## config.mk

```make
export PLATFORM = sky130hd
export DESIGN_NAME = fpga_top
export DESIGN_NICKNAME = d
export VERILOG_FILES = /design/src/rtl/fpga_pkg.sv /design/src/rtl/fpga_if.sv /design/src/rtl/fpga_spi_frame_master.sv /design/src/rtl/fpga_top.sv
export SDC_FILE = /design/constraint.sdc
export NUM_CORES = 1
export LEC_CHECK = 0
export CAP_MARGIN = 20
export CORE_MARGIN = 2
export CORE_UTILIZATION = 55
export CTS_BUF_LIST = sky130_fd_sc_hd__clkbuf_4
export DETAILED_ROUTE_END_ITERATION = 10
export PLACE_DENSITY = 0.73
export SETUP_SLACK_MARGIN = 0.05
export SLEW_MARGIN = 40
export SYNTH_ARGS = -nofsm -noshare
export SYNTH_HDL_FRONTEND = slang
export SYNTH_SLANG_ARGS = --single-unit
export TNS_END_PERCENT = 10
```

## constraint.sdc

```tcl
create_clock -name clk -period 2.9 [get_ports clk]
set_input_delay 0.87 -clock clk [delete_from_list [all_inputs] [get_ports clk]]
set_output_delay 0.87 -clock clk [all_outputs]
set_load 0.01 [all_outputs]
```

## src/rtl/fpga_pkg.sv

```systemverilog
// Shared types and constants for the ADC-to-Pi bridge.
// Imported by the top and the SPI frame engine.
package fpga_pkg;

  typedef enum logic [1:0] {
    GAP_A,
    ADC_XFER,
    GAP_P,
    PI_XFER
  } state_t;

  localparam logic [15:0] ADC_CMD = 16'hD000;
  localparam int FRAME_BITS = 16;
  localparam int SAMPLE_BITS = 10;
  localparam int FIRST_SAMPLE_EDGE = 7;

  typedef struct packed {
    logic       stb;
    logic [4:0] idx;
    logic       dat;
  } smp_t;

endpackage

```

## src/rtl/fpga_if.sv

```systemverilog
// Four-wire SPI bus bundle.
// Master drives clock, data-out and chip-select.
interface fpga_if;
  logic sclk;
  logic mosi;
  logic ncs;
  logic miso;

  modport master (
    output sclk,
    output mosi,
    output ncs,
    input  miso
  );

  modport slave (
    input  sclk,
    input  mosi,
    input  ncs,
    output miso
  );
endinterface

```

## src/rtl/fpga_spi_frame_master.sv

```systemverilog
// One 16-bit SPI mode-0 frame per start pulse.
// Strobes on every rising SCLK with a 1-based edge index.
module spi_frame_master
  import fpga_pkg::*;
#(
  parameter int CLK_DIV = 4
) (
  input  logic                  clk,
  input  logic                  reset,
  input  logic                  start_i,
  input  logic [FRAME_BITS-1:0] tx_word_i,
  fpga_if.master                bus,
  output smp_t                  smp_o,
  output logic                  done_o
);

  localparam logic [4:0] LAST_PH = 5'(2 * FRAME_BITS - 1);
  localparam logic [7:0] HC_END = 8'(CLK_DIV - 1);

  logic                  act_q, act_d;
  logic [7:0]            hc_q, hc_d;
  logic [4:0]            ph_q, ph_d;
  logic                  sclk_q, sclk_d;
  logic                  mosi_q, mosi_d;
  logic                  ncs_q, ncs_d;
  logic [FRAME_BITS-1:0] sh_q, sh_d;
  logic                  half_end;

  assign half_end = act_q && (hc_q == HC_END);

  // Half-period timing, SCLK toggling and MSB-first shift-out
  always_comb begin
    act_d  = act_q;
    hc_d   = hc_q;
    ph_d   = ph_q;
    sclk_d = sclk_q;
    mosi_d = mosi_q;
    ncs_d  = ncs_q;
    sh_d   = sh_q;
    if (start_i && !act_q) begin
      act_d  = 1'b1;
      hc_d   = '0;
      ph_d   = '0;
      ncs_d  = 1'b0;
      sclk_d = 1'b0;
      mosi_d = tx_word_i[FRAME_BITS-1];
      sh_d   = {tx_word_i[FRAME_BITS-2:0], 1'b0};
    end else if (act_q) begin
      if (half_end) begin
        hc_d = '0;
        ph_d = ph_q + 5'd1;
        if (!ph_q[0]) begin
          sclk_d = 1'b1;
        end else if (ph_q == LAST_PH) begin
          act_d  = 1'b0;
          ncs_d  = 1'b1;
          sclk_d = 1'b0;
          mosi_d = 1'b0;
        end else begin
          sclk_d = 1'b0;
          mosi_d = sh_q[FRAME_BITS-1];
          sh_d   = {sh_q[FRAME_BITS-2:0], 1'b0};
        end
      end else begin
        hc_d = hc_q + 8'd1;
      end
    end
  end

  // Frame state registers, idle bus on reset
  always_ff @(posedge clk or negedge reset) begin
    if (!reset) begin
      act_q  <= 1'b0;
      hc_q   <= '0;
      ph_q   <= '0;
      sclk_q <= 1'b0;
      mosi_q <= 1'b0;
      ncs_q  <= 1'b1;
      sh_q   <= '0;
    end else begin
      act_q  <= act_d;
      hc_q   <= hc_d;
      ph_q   <= ph_d;
      sclk_q <= sclk_d;
      mosi_q <= mosi_d;
      ncs_q  <= ncs_d;
      sh_q   <= sh_d;
    end
  end

  assign bus.sclk  = sclk_q;
  assign bus.mosi  = mosi_q;
  assign bus.ncs   = ncs_q;
  assign smp_o.stb = half_end && !ph_q[0];
  assign smp_o.idx = {1'b0, ph_q[4:1]} + 5'd1;
  assign smp_o.dat = bus.miso;
  assign done_o    = half_end && (ph_q == LAST_PH);

endmodule

```

## src/rtl/fpga_top.sv

```systemverilog
// Free-running ADC sampler forwarding each result to a Pi over SPI.
// Alternates gap / ADC frame / gap / Pi frame forever.
module fpga_top
  import fpga_pkg::*;
#(
  parameter int CLK_DIV = 4,
  parameter int GAP_CYC = 8
) (
  input  logic       clk,
  input  logic       reset,
  input  logic       dinAdc,
  output logic       sclkAdc,
  output logic       doutAdc,
  output logic       ncsAdc,
  output logic       sclkPi,
  output logic       doutPi,
  output logic       ncsPi,
  output logic [7:0] led
);

  localparam logic [15:0] GAP_END = 16'(GAP_CYC - 1);

  fpga_if adc_bus ();
  fpga_if pi_bus ();

  state_t                 state_q, state_d;
  logic [15:0]            gcnt_q;
  logic [SAMPLE_BITS-1:0] smp_q;
  logic [SAMPLE_BITS-1:0] held_q;
  logic [7:0]             led_q;
  logic                   gap_end;
  logic                   adc_start, pi_start;
  logic                   adc_done, pi_done;
  smp_t                   adc_smp;
  smp_t                   pi_unused;

  assign gap_end = (gcnt_q == GAP_END);

  // State register
  always_ff @(posedge clk or negedge reset) begin
    if (!reset) state_q <= GAP_A;
    else        state_q <= state_d;
  end

  // Next-state logic: fixed four-phase rotation
  always_comb begin
    state_d = state_q;
    unique case (state_q)
      GAP_A:    if (gap_end)  state_d = ADC_XFER;
      ADC_XFER: if (adc_done) state_d = GAP_P;
      GAP_P:    if (gap_end)  state_d = PI_XFER;
      PI_XFER:  if (pi_done)  state_d = GAP_A;
    endcase
  end

  // Output logic: launch a frame on the last gap cycle
  always_comb begin
    adc_start = 1'b0;
    pi_start  = 1'b0;
    unique case (1'b1)
      (state_q == GAP_A): adc_start = gap_end;
      (state_q == GAP_P): pi_start  = gap_end;
      default: ;
    endcase
  end

  // Gap cycle counter, idle during transfers
  always_ff @(posedge clk or negedge reset) begin
    if (!reset) begin
      gcnt_q <= '0;
    end else if (state_q == GAP_A || state_q == GAP_P) begin
      gcnt_q <= gap_end ? '0 : gcnt_q + 16'd1;
    end else begin
      gcnt_q <= '0;
    end
  end

  // Capture late ADC bits; commit only on a completed frame
  always_ff @(posedge clk or negedge reset) begin
    if (!reset) begin
      smp_q  <= '0;
      held_q <= '0;
      led_q  <= '0;
    end else begin
      if (adc_smp.stb && adc_smp.idx >= 5'(FIRST_SAMPLE_EDGE))
        smp_q <= {smp_q[SAMPLE_BITS-2:0], adc_smp.dat};
      if (adc_done) begin
        held_q <= smp_q;
        led_q  <= smp_q[SAMPLE_BITS-1:SAMPLE_BITS-8];
      end
    end
  end

  spi_frame_master #(.CLK_DIV(CLK_DIV)) u_adc (
    .clk       (clk),
    .reset     (reset),
    .start_i   (adc_start),
    .tx_word_i (ADC_CMD),
    .bus       (adc_bus),
    .smp_o     (adc_smp),
    .done_o    (adc_done)
  );

  spi_frame_master #(.CLK_DIV(CLK_DIV)) u_pi (
    .clk       (clk),
    .reset     (reset),
    .start_i   (pi_start),
    .tx_word_i ({{(FRAME_BITS-SAMPLE_BITS){1'b0}}, held_q}),
    .bus       (pi_bus),
    .smp_o     (pi_unused),
    .done_o    (pi_done)
  );

  assign adc_bus.miso = dinAdc;
  assign pi_bus.miso  = 1'b0;
  assign sclkAdc      = adc_bus.sclk;
  assign doutAdc      = adc_bus.mosi;
  assign ncsAdc       = adc_bus.ncs;
  assign sclkPi       = pi_bus.sclk;
  assign doutPi       = pi_bus.mosi;
  assign ncsPi        = pi_bus.ncs;
  assign led          = led_q;

endmodule

```

==> results of run 1 <==
## area by class of cell
| class | count | area [µm²] | share of cell area, % |
|---|---|---|---|
| repair buffers | 24 | 221 | 4.84 |
| well taps | 99 | 124 | 2.71 |
| clock buffers | 9 | 67.6 | 1.48 |
| inverters | 6 | 22.5 | 0.492 |
| clock inverters | 7 | 71.3 | 1.56 |
| flip-flops and latches | 88 | 2200 | 48.2 |
| multi-input cells | 274 | 1860 | 40.7 |
## placed cells by master (no fill, tap or decap), types with 2 or more instances in the layout
cell type        instances
dfrtp_1                 86
nor4b_1                  3
xor2_1                  12
nand2_1                 38
nand3b_1                 2
a21oi_1                  6
a32o_1                   2
inv_6                    4
nor2b_1                  4
xnor2_1                 13
a31oi_1                  7
dfstp_2                  2
nor3_1                   2
or4_4                    3
clkdlybuf4s50_1         15
o21ai_0                 24
clkbuf_4                 9
inv_1                    6
nor2_1                  46
buf_4                    8
mux2i_1                 16
nand2b_1                 5
nand4_1                  5
ha_1                    14
and2_1                   2
and3_1                   9
mux2_2                  22
nand3_1                 17
a22o_1                   7
## sequential cells by signal (all words and copies together) (netlist names), 3 cells and up
name / flops
gcnt_q: 16
u_pi.sh_q: 15
smp_q: 10
held_q: 9
u_adc.hc_q: 8
u_pi.hc_q: 8
u_adc.ph_q: 5
u_pi.ph_q: 5
u_adc.sh_q: 3
## power groups by stage
stage	Combinational [mW]	Sequential [mW]	Clock [mW]
2_1_floorplan	0.000639	1.25	0
3_3_place_gp	0.0294	1.25	0
3_5_place_dp	0.0303	1.25	0
4_1_cts	0.0302	1.23	0.711
5_1_grt	0.0341	1.23	0.762
6_report	0.0283	1.23	0.678
## per-layer routing
| metal | share of wire [%] | up-vias |
|---|---|---|
| li1 | - | 1381 |
| met1 | 48 | 1392 |
| met2 | 49 | 29 |
| met3 | 2.2 | 8 |
| met4 | 1.1 | 0 |
| met5 | 0 | - |
## stage by stage
stage / power (mW) / worst slack (ns)
3_3_place_gp: 1.28 / 0.551
3_5_place_dp: 1.28 / 0.450
4_1_cts: 1.97 / 0.355
6_report: 1.93 / 0.401
5_1_grt: 2.03 / 0.307
2_1_floorplan: 1.25 / 0.690
## synth_stat cells (all sizes together), types with 2 or more instances
cell type and instances:
nor3b 2, a221oi 2, nand3 17, a32o 2, and2 2, a31oi 7
mux2 22, xor2 12, nand3b 2, nor2b 4, and3 9, nor4 2
nor4b 3, inv 6, nand2 38, nand4 5, mux2i 16, or4 3
dfstp 2, a21oi 6, buf 15, dfrtp 86, a22o 7, xnor2 13
o21ai 25, clkbuf 6, nor2 46, nand2b 5, nor3 2, ha 14
## kinds of logic (layout without fill, tap and decap cells)
family                   count (synthesis)  in the layout  share of synthesized area [%]
XOR/XNOR                                25             25                           5.20
multiplexers                            38             38                           9.69
adder cells (fa/ha/maj)                 14             14                           4.16
flip-flops                              88             88                           52.4
AND/OR/NAND/NOR                        145            145                           17.4
buffers and inverters                   27             46                           3.30
AO/OA/AOI/OAI                           52             52                           7.82
## worst register-to-register path, stage by stage, from the launching register on
cell      delay (ns)
dfrtp_1         0.47
or4_4           0.56
nor4_2          0.55
nor2_1          0.14
a221oi_2        0.28
mux2_2          0.37
## how the worst max path moves through the flow
| stage | from | endpoint | slack [ns] | depth (start not counted) |
|---|---|---|---|---|
| 2_1_floorplan | gcnt_q[3] | u_adc.sh_q[14] | 0.69 | 5 |
| 3_3_place_gp | gcnt_q[7] | state_q[1] | 0.55 | 5 |
| 3_5_place_dp | gcnt_q[7] | state_q[1] | 0.45 | 5 |
| 4_1_cts | u_pi.ph_q[0] | sclkPi | 0.36 | 1 |
| 5_1_grt | u_pi.ph_q[0] | sclkPi | 0.31 | 1 |
| 6_report | u_pi.ph_q[0] | sclkPi | 0.40 | 1 |
==> flow_metrics.tcl, run 1 <==
set metrics [dict create \
    postSynth.asyncResetShare_pct 100 \
    maxCapViolCount 0 \
    synth.distinct_cells 44 \
    vias 2810 \
    ys_seq_elements 88 \
    tns_ns 0 \
    cts_buffer_depth 2 \
    synthCells 389 \
    clock_latency_ns 0.46 \
    synth_nets 406 \
    clock_skew_ns 0.0196 \
    postLayoutCoreUtil_pct 62.4 \
    avgSynthCellArea_um2 10.8 \
    grt.overflow.total 0 \
    hold_buffers 0 \
    dieArea_um2 8370 \
    cts-root-buf "clkbuf_4" \
    num_antenna_cells 0 \
    io_pins 17 \
    cts.repair.resized 0 \
    cp.arrival_ns 1.63 \
    grt_pass1_wl_mm 12.7 \
    p_leak_nw 2.22 \
    post_cts_buffers 0 \
    p_clk_share_pct 35.0 \
    power_density_nw_per_um2 423 \
    met2_usage_pct 31.7 \
    slowest_delay_ns 0.61 \
    irDropWorstVdd_v 0.000258 \
    nFillCells 600 \
    r2r_cells 5 \
    cp_top_family "buffers and inverters" \
    drt-initial-drc-count 143 \
    max-slew-margin-rel_pct 50.9 \
    r2r-start "gcnt_q[3]" \
    area.growth.synth_to_final_pct 8.74 \
    synthFlopType "dfrtp_1" \
    fin_nets 420 \
    fmax_mhz 400 \
    clkTransAtPathRegs_ns 0.16 \
    drt_pass1_iterations 4 \
    post_dp_cell_area_um2 4430 \
    min_period_ns 2.50 \
    stdcell_count 507 \
    rows 31 \
    cts_tree "done" \
    synth-edff-count 0 \
    final_area_um2 4580 \
    grt_use_met3_pct 3.98 \
    gp_congestion 0.807 \
    cp-end-kind "primary output" \
    grtUsageTotal_pct 18.9 \
    grt_pass1_vias 2739 \
    rsz0062_at_grt "no" \
    path_class "reg -> out" \
    cp_cell_sequence "clkdlybuf4s50_1" \
    die_w_um 91.5 \
    drive_above_1_share_pct 13.5 \
    grt_busiest_layer "met2" \
    dp.cells 491 \
    p_sw_uw 498 \
    min_path_type "in -> async" \
    wl_per_cell_um 14.4 \
    finalHoldViolations 0 \
    rr_endpoint "state_q[1]" \
    yosys.area.top_type "dfrtp_1" \
    required_ns 2.03 \
    die_h_um 91.5 \
    ctsHtreeMaxLevel 3 \
    finalCritPeriodShare_pct 86.2 \
    slew_viol_final 0 \
    start_kind "register" \
    p_int_mw 1.44 \
    cpMaxStageDelayCell "clkdlybuf4s50_1" \
    yosysSeqAreaShare_pct 52.4 \
    pwr-share-seq_pct 63.5 \
    cp_max_fo 9 \
    antenna_found_initial 0 \
    cp_num_buf_inv 1 \
    status "finished, final reports clean" \
    ys_warn_count 0 \
    portBuffers 16 \
    finalSetupViolCount 0 \
    swShare_pct 25.7 \
    grt_max_degree 67 \
    cts_buffers 9 \
    met1_usage_pct 23.7 \
    cts_sinks 88 \
    ant_nets 0 \
    synthTopCellsByArea "dfrtp_1 51%, mux2_2 5.9%, ha_1 4.2%, nor2_1 4.1%, mux2i_1 3.8%" \
    hpwl_mm 4.98 \
    netlist_area_um2 4210 \
    synth_top_area_share_pct 51.1 \
    reg2reg_slack_ns 0.45 \
    drc 0 \
    combPwrFrac_pct 1.5 \
    tightest_slew_ns 0.737 \
    holdWs_ns 0.381 \
    routed_via_density 5.54 \
    initial_core_util_pct 57.4 \
    core_um2 7330 \
    postRouteWirelength_mm 7.29 \
]
Power figures use the tool's default switching activity.
==> run 2, diff against run 1 <==
Settings changed: PLACE_DENSITY 0.73 to 0.75, SKIP_CTS_REPAIR_TIMING set to 1.
==> flow_metrics.tcl, run 2 (synthesized netlist as in run 1, its figures left out) <==
set metrics [dict create \
    antenna_found_initial 0 \
    drc 0 \
    routed_via_density 5.52 \
    grt_max_degree 47 \
    cp_max_fo 9 \
    cp_top_family "buffers and inverters" \
    cp-end-kind "primary output" \
    ant_nets 0 \
    final_common_cell "dfrtp_1" \
    layout_top_registers "gcnt_q: 16 flops, u_pi.sh_q: 15 flops, smp_q: 10 flops" \
    required_ns 2.03 \
    cts_sinks 88 \
    top_register "gcnt_q" \
    portBuffers 16 \
    grtUsageTotal_pct 18.6 \
    max-slew-margin-rel_pct 55.8 \
    rsz0062_at_grt "no" \
    layout_common_cells "86 x dfrtp_1, 46 x nor2_1, 38 x nand2_1" \
    core_um2 7330 \
    path_class "reg -> out" \
    status "finished, final reports clean" \
    power_density_nw_per_um2 427 \
    maxCapViolCount 0 \
    die_h_um 91.5 \
    clock_latency_ns 0.44 \
    area.growth.synth_to_final_pct 8.89 \
    finalSetupViolCount 0 \
    tns_ns 0 \
    finalHoldViolations 0 \
    drt-initial-drc-count 163 \
    min_period_ns 2.45 \
    cp_num_buf_inv 1 \
    num_antenna_cells 0 \
    cpMaxStageDelayCell "clkdlybuf4s50_1" \
    clkTransAtPathRegs_ns 0.14 \
    regArea_um2 2200 \
    cts_buffer_depth 2 \
    largest_register_ffs 16 \
    finalCritPeriodShare_pct 84.4 \
    die_w_um 91.5 \
    slowest_delay_ns 0.60 \
    nFillCells 590 \
    rows 31 \
    slew_viol_final 0 \
    irDropWorstVdd_v 0.000281 \
    postRouteWirelength_mm 7.09 \
    cp.arrival_ns 1.58 \
    grt_pass1_wl_mm 12.4 \
    grt_pass1_vias 2718 \
    hpwl_mm 4.97 \
    p_leak_nw 2.22 \
    cp_cell_sequence "clkdlybuf4s50_1" \
    fmax_mhz 409 \
    gp_congestion 0.795 \
    grt.overflow.total 0 \
    min_path_type "in -> async" \
    drive_above_1_share_pct 13.0 \
    io_pins 17 \
    cts_buffers 9 \
    cts-root-buf "clkbuf_4" \
    clock_skew_ns 0.0106 \
    fin_nets 419 \
    dieArea_um2 8370 \
    ctsHtreeMaxLevel 3 \
    tightest_slew_ns 0.664 \
    start_kind "register" \
    power_mw 1.96 \
    drt_pass1_iterations 4 \
    wl_per_cell_um 14.0 \
    vias 2793 \
    cts_tree "done" \
    initial_core_util_pct 57.4 \
    multi_input_area_um2 1860 \
]
run 2: cell count changes in the layout (fill, tap and decap cells not counted), sizes merged:
cell,delta
inv,-4
clkbuf,+1
buf,-1
clkinvlp,+2
bufinv,+1
run 2: path summary, 6_finish.rpt:
kind / startpoint / endpoint / slack [ns] / depth (start not counted)
setup / recovery: u_pi.ph_q[0] / sclkPi / 0.45 / 1
hold / removal: reset / gcnt_q[13] / 0.40 / 1
setup reg to reg: gcnt_q[5] / u_adc.sh_q[14] / 0.50 / 5
hold reg to reg: gcnt_q[0] / gcnt_q[0] / 0.47 / 1
max in group asynchronous: reset / u_adc.bus.ncs / 1.83 / 2
min in group clk: gcnt_q[0] / gcnt_q[0] / 0.47 / 1
run 2: through the flow:
stage                     utilization, %  std cells  setup slack, ns  instance area, µm²  hold WS [ns]
after floorplan                        -        389            0.690                4210         0.425
after global placement              60.5        490            0.593                4440         0.446
after detailed placement            60.5        490            0.526                4440         0.453
after CTS                           62.5        506            0.420                4580         0.410
after global routing                62.5        506            0.241                4580         0.424
final                               62.5        506            0.453                4580         0.399
run 2: report_power, final:
group / total, mW / internal, mW / switching (mW) / leakage (nW)
registers: 1.23 / 1.23 / 0.000465 / 1.20
clock network: 0.700 / 0.277 / 0.423 / 0.0722
logic: 0.0286 / 0.00531 / 0.0233 / 0.949
total: 1.96 / 1.51 / 0.447 / 2.22
run 2: area by class of cell:
class / instances / share of cell area (%)
sequential: 88 / 48.1
multi-input combinational: 274 / 40.7
timing repair buffer: 23 / 4.86
tap: 99 / 2.70
clock buffer: 10 / 1.64
clock inverter: 6 / 1.50
inverter: 6 / 0.492
run 2: per-layer routing:
| layer | up-vias | GRT usage, % | share of wire (%) |
|---|---|---|---|
| met4 | 0 | 7.95 | 1.3 |
| li1 | 1380 | - | - |
| met5 | - | 0 | 0 |
| met2 | 27 | 30.1 | 49 |
| met1 | 1379 | 24.2 | 47 |
| met3 | 7 | 3.82 | 2.6 |
==> run 3, diff against run 2 <==
Clock period 2.9 ns to 2.33 ns, I/O delays scaled along.
==> flow_metrics.tcl, run 3 (synthesized netlist as in run 1, its figures left out) <==
set metrics [dict create \
    area.growth.synth_to_final_pct 11.2 \
    maxCapViolCount 0 \
    drt-initial-drc-count 114 \
    cp_num_buf_inv 1 \
    cp_top_family "flip-flops" \
    cpMaxStageDelayCell "dfstp_2" \
    final_common_cell "dfrtp_1" \
    drt_pass1_iterations 4 \
    min_period_ns 2.25 \
    clock_latency_ns 0.46 \
    min_path_type "in -> async" \
    pre_cts_ws_ns 0.156 \
    layout_common_cells "86 x dfrtp_1, 46 x nor2_1, 38 x nand2_1" \
    antenna_found_initial 0 \
    cts_sinks 88 \
    clock_skew_ns 0.0197 \
    p_leak_nw 2.28 \
    r2r_cells 6 \
    power_density_nw_per_um2 518 \
    cp_cell_sequence "clkdlybuf4s50_1" \
    rsz0062_at_grt "yes" \
    reg2reg_slack_ns 0.14 \
    fin_nets 430 \
    tns_ns 0 \
    cp-end-kind "primary output" \
    die_h_um 91.5 \
    cts_tree "done" \
    initial_core_util_pct 57.4 \
    grt_max_degree 41 \
    io_pins 17 \
    grt_pass1_wl_mm 12.6 \
    postRouteWirelength_mm 7.22 \
    power_mw 2.42 \
    drc 0 \
    core_um2 7330 \
    cp_max_fo 2 \
    max-slew-margin-rel_pct 65.4 \
    top_register "gcnt_q" \
    gp_congestion 0.782 \
    status "finished, final reports clean" \
    routed_via_density 5.53 \
    slowest_delay_ns 0.57 \
    cts-root-buf "clkbuf_4" \
    cts_buffer_depth 2 \
    rr_endpoint "u_adc.sh_q[13]" \
    rows 31 \
    hpwl_mm 5.05 \
    ant_nets 0 \
    fmax_mhz 444 \
    slew_viol_final 0 \
    irDropWorstVdd_v 0.000322 \
    finalCritPeriodShare_pct 96.6 \
    setup_ws_ns 0.0800 \
    vias 2859 \
    required_ns 1.63 \
    finalHoldViolations 0 \
    dieArea_um2 8370 \
    portBuffers 16 \
    ctsHtreeMaxLevel 3 \
    layout_top_registers "gcnt_q: 16 flops, u_pi.sh_q: 15 flops, smp_q: 10 flops" \
    r2r-start "gcnt_q[5]" \
    clkTransAtPathRegs_ns 0.17 \
    start_kind "register" \
    grt_pass1_vias 2792 \
    cts_buffers 9 \
    grt.overflow.total 0 \
    tightest_slew_ns 0.519 \
    drive_above_1_share_pct 15.8 \
    path_class "reg -> out" \
    finalSetupViolCount 0 \
    postLayoutCoreUtil_pct 63.8 \
    dp.cells 500 \
    largest_register_ffs 16 \
    num_antenna_cells 0 \
    die_w_um 91.5 \
    stdcell_count 517 \
    cp.arrival_ns 1.55 \
    grtUsageTotal_pct 18.8 \
    wl_per_cell_um 14.0 \
]
run 3: cell count changes in the layout (fill, tap and decap cells not counted), sizes merged:
cell,delta
buf,+11
bufinv,-1
clkbuf,-1
clkinvlp,-1
inv,+3
run 3: worst max path at each step:
stage / from / endpoint / slack [ns] / cells past startpoint
floorplan: gcnt_q[3] / u_adc.sh_q[14] / 0.12 / 5
global placement: gcnt_q[5] / u_adc.sh_q[13] / 0.22 / 6
detailed placement: gcnt_q[5] / u_adc.sh_q[13] / 0.16 / 6
CTS: u_pi.bus.ncs / ncsPi / 0.03 / 1
global route: u_pi.bus.ncs / ncsPi / 0.03 / 1
finish: u_pi.bus.ncs / ncsPi / 0.08 / 1
run 3: where the power goes:
group          internal [mW]  leakage, nW  switching (mW)  total, mW
registers               1.53         1.20        0.000687       1.53
logic                0.00772         1.01          0.0295     0.0372
clock network          0.256       0.0752           0.600      0.856
total                   1.79         2.28           0.630       2.42
run 3: cell type report:
class	count	area, µm²
Fill cell	566	2650
Sequential cell	88	2200
Multi-Input combinational cell	274	1870
Timing Repair Buffer	34	318
Tap cell	99	124
Clock inverter	7	75.1
Clock buffer	9	67.6
Inverter	6	22.5
run 3: per-stage QoR:
| stage | hold slack (ns) | area, µm² |
|---|---|---|
| 4_1_cts | 0.109 | 4670 |
| 3_3_place_gp | 0.445 | 4530 |
| 5_1_grt | 0.110 | 4680 |
| 6_report | 0.124 | 4680 |
| 3_5_place_dp | 0.459 | 4530 |
| 2_1_floorplan | 0.403 | 4210 |
run 3: per-layer routing:
layer | GRT usage, % | wire [µm] | up-vias
li1 | - | - | 1404
met1 | 24.0 | 3370 | 1409
met2 | 31.3 | 3540 | 35
met3 | 3.73 | 184 | 11
met4 | 7.83 | 136 | 0
met5 | 0 | 0 | -
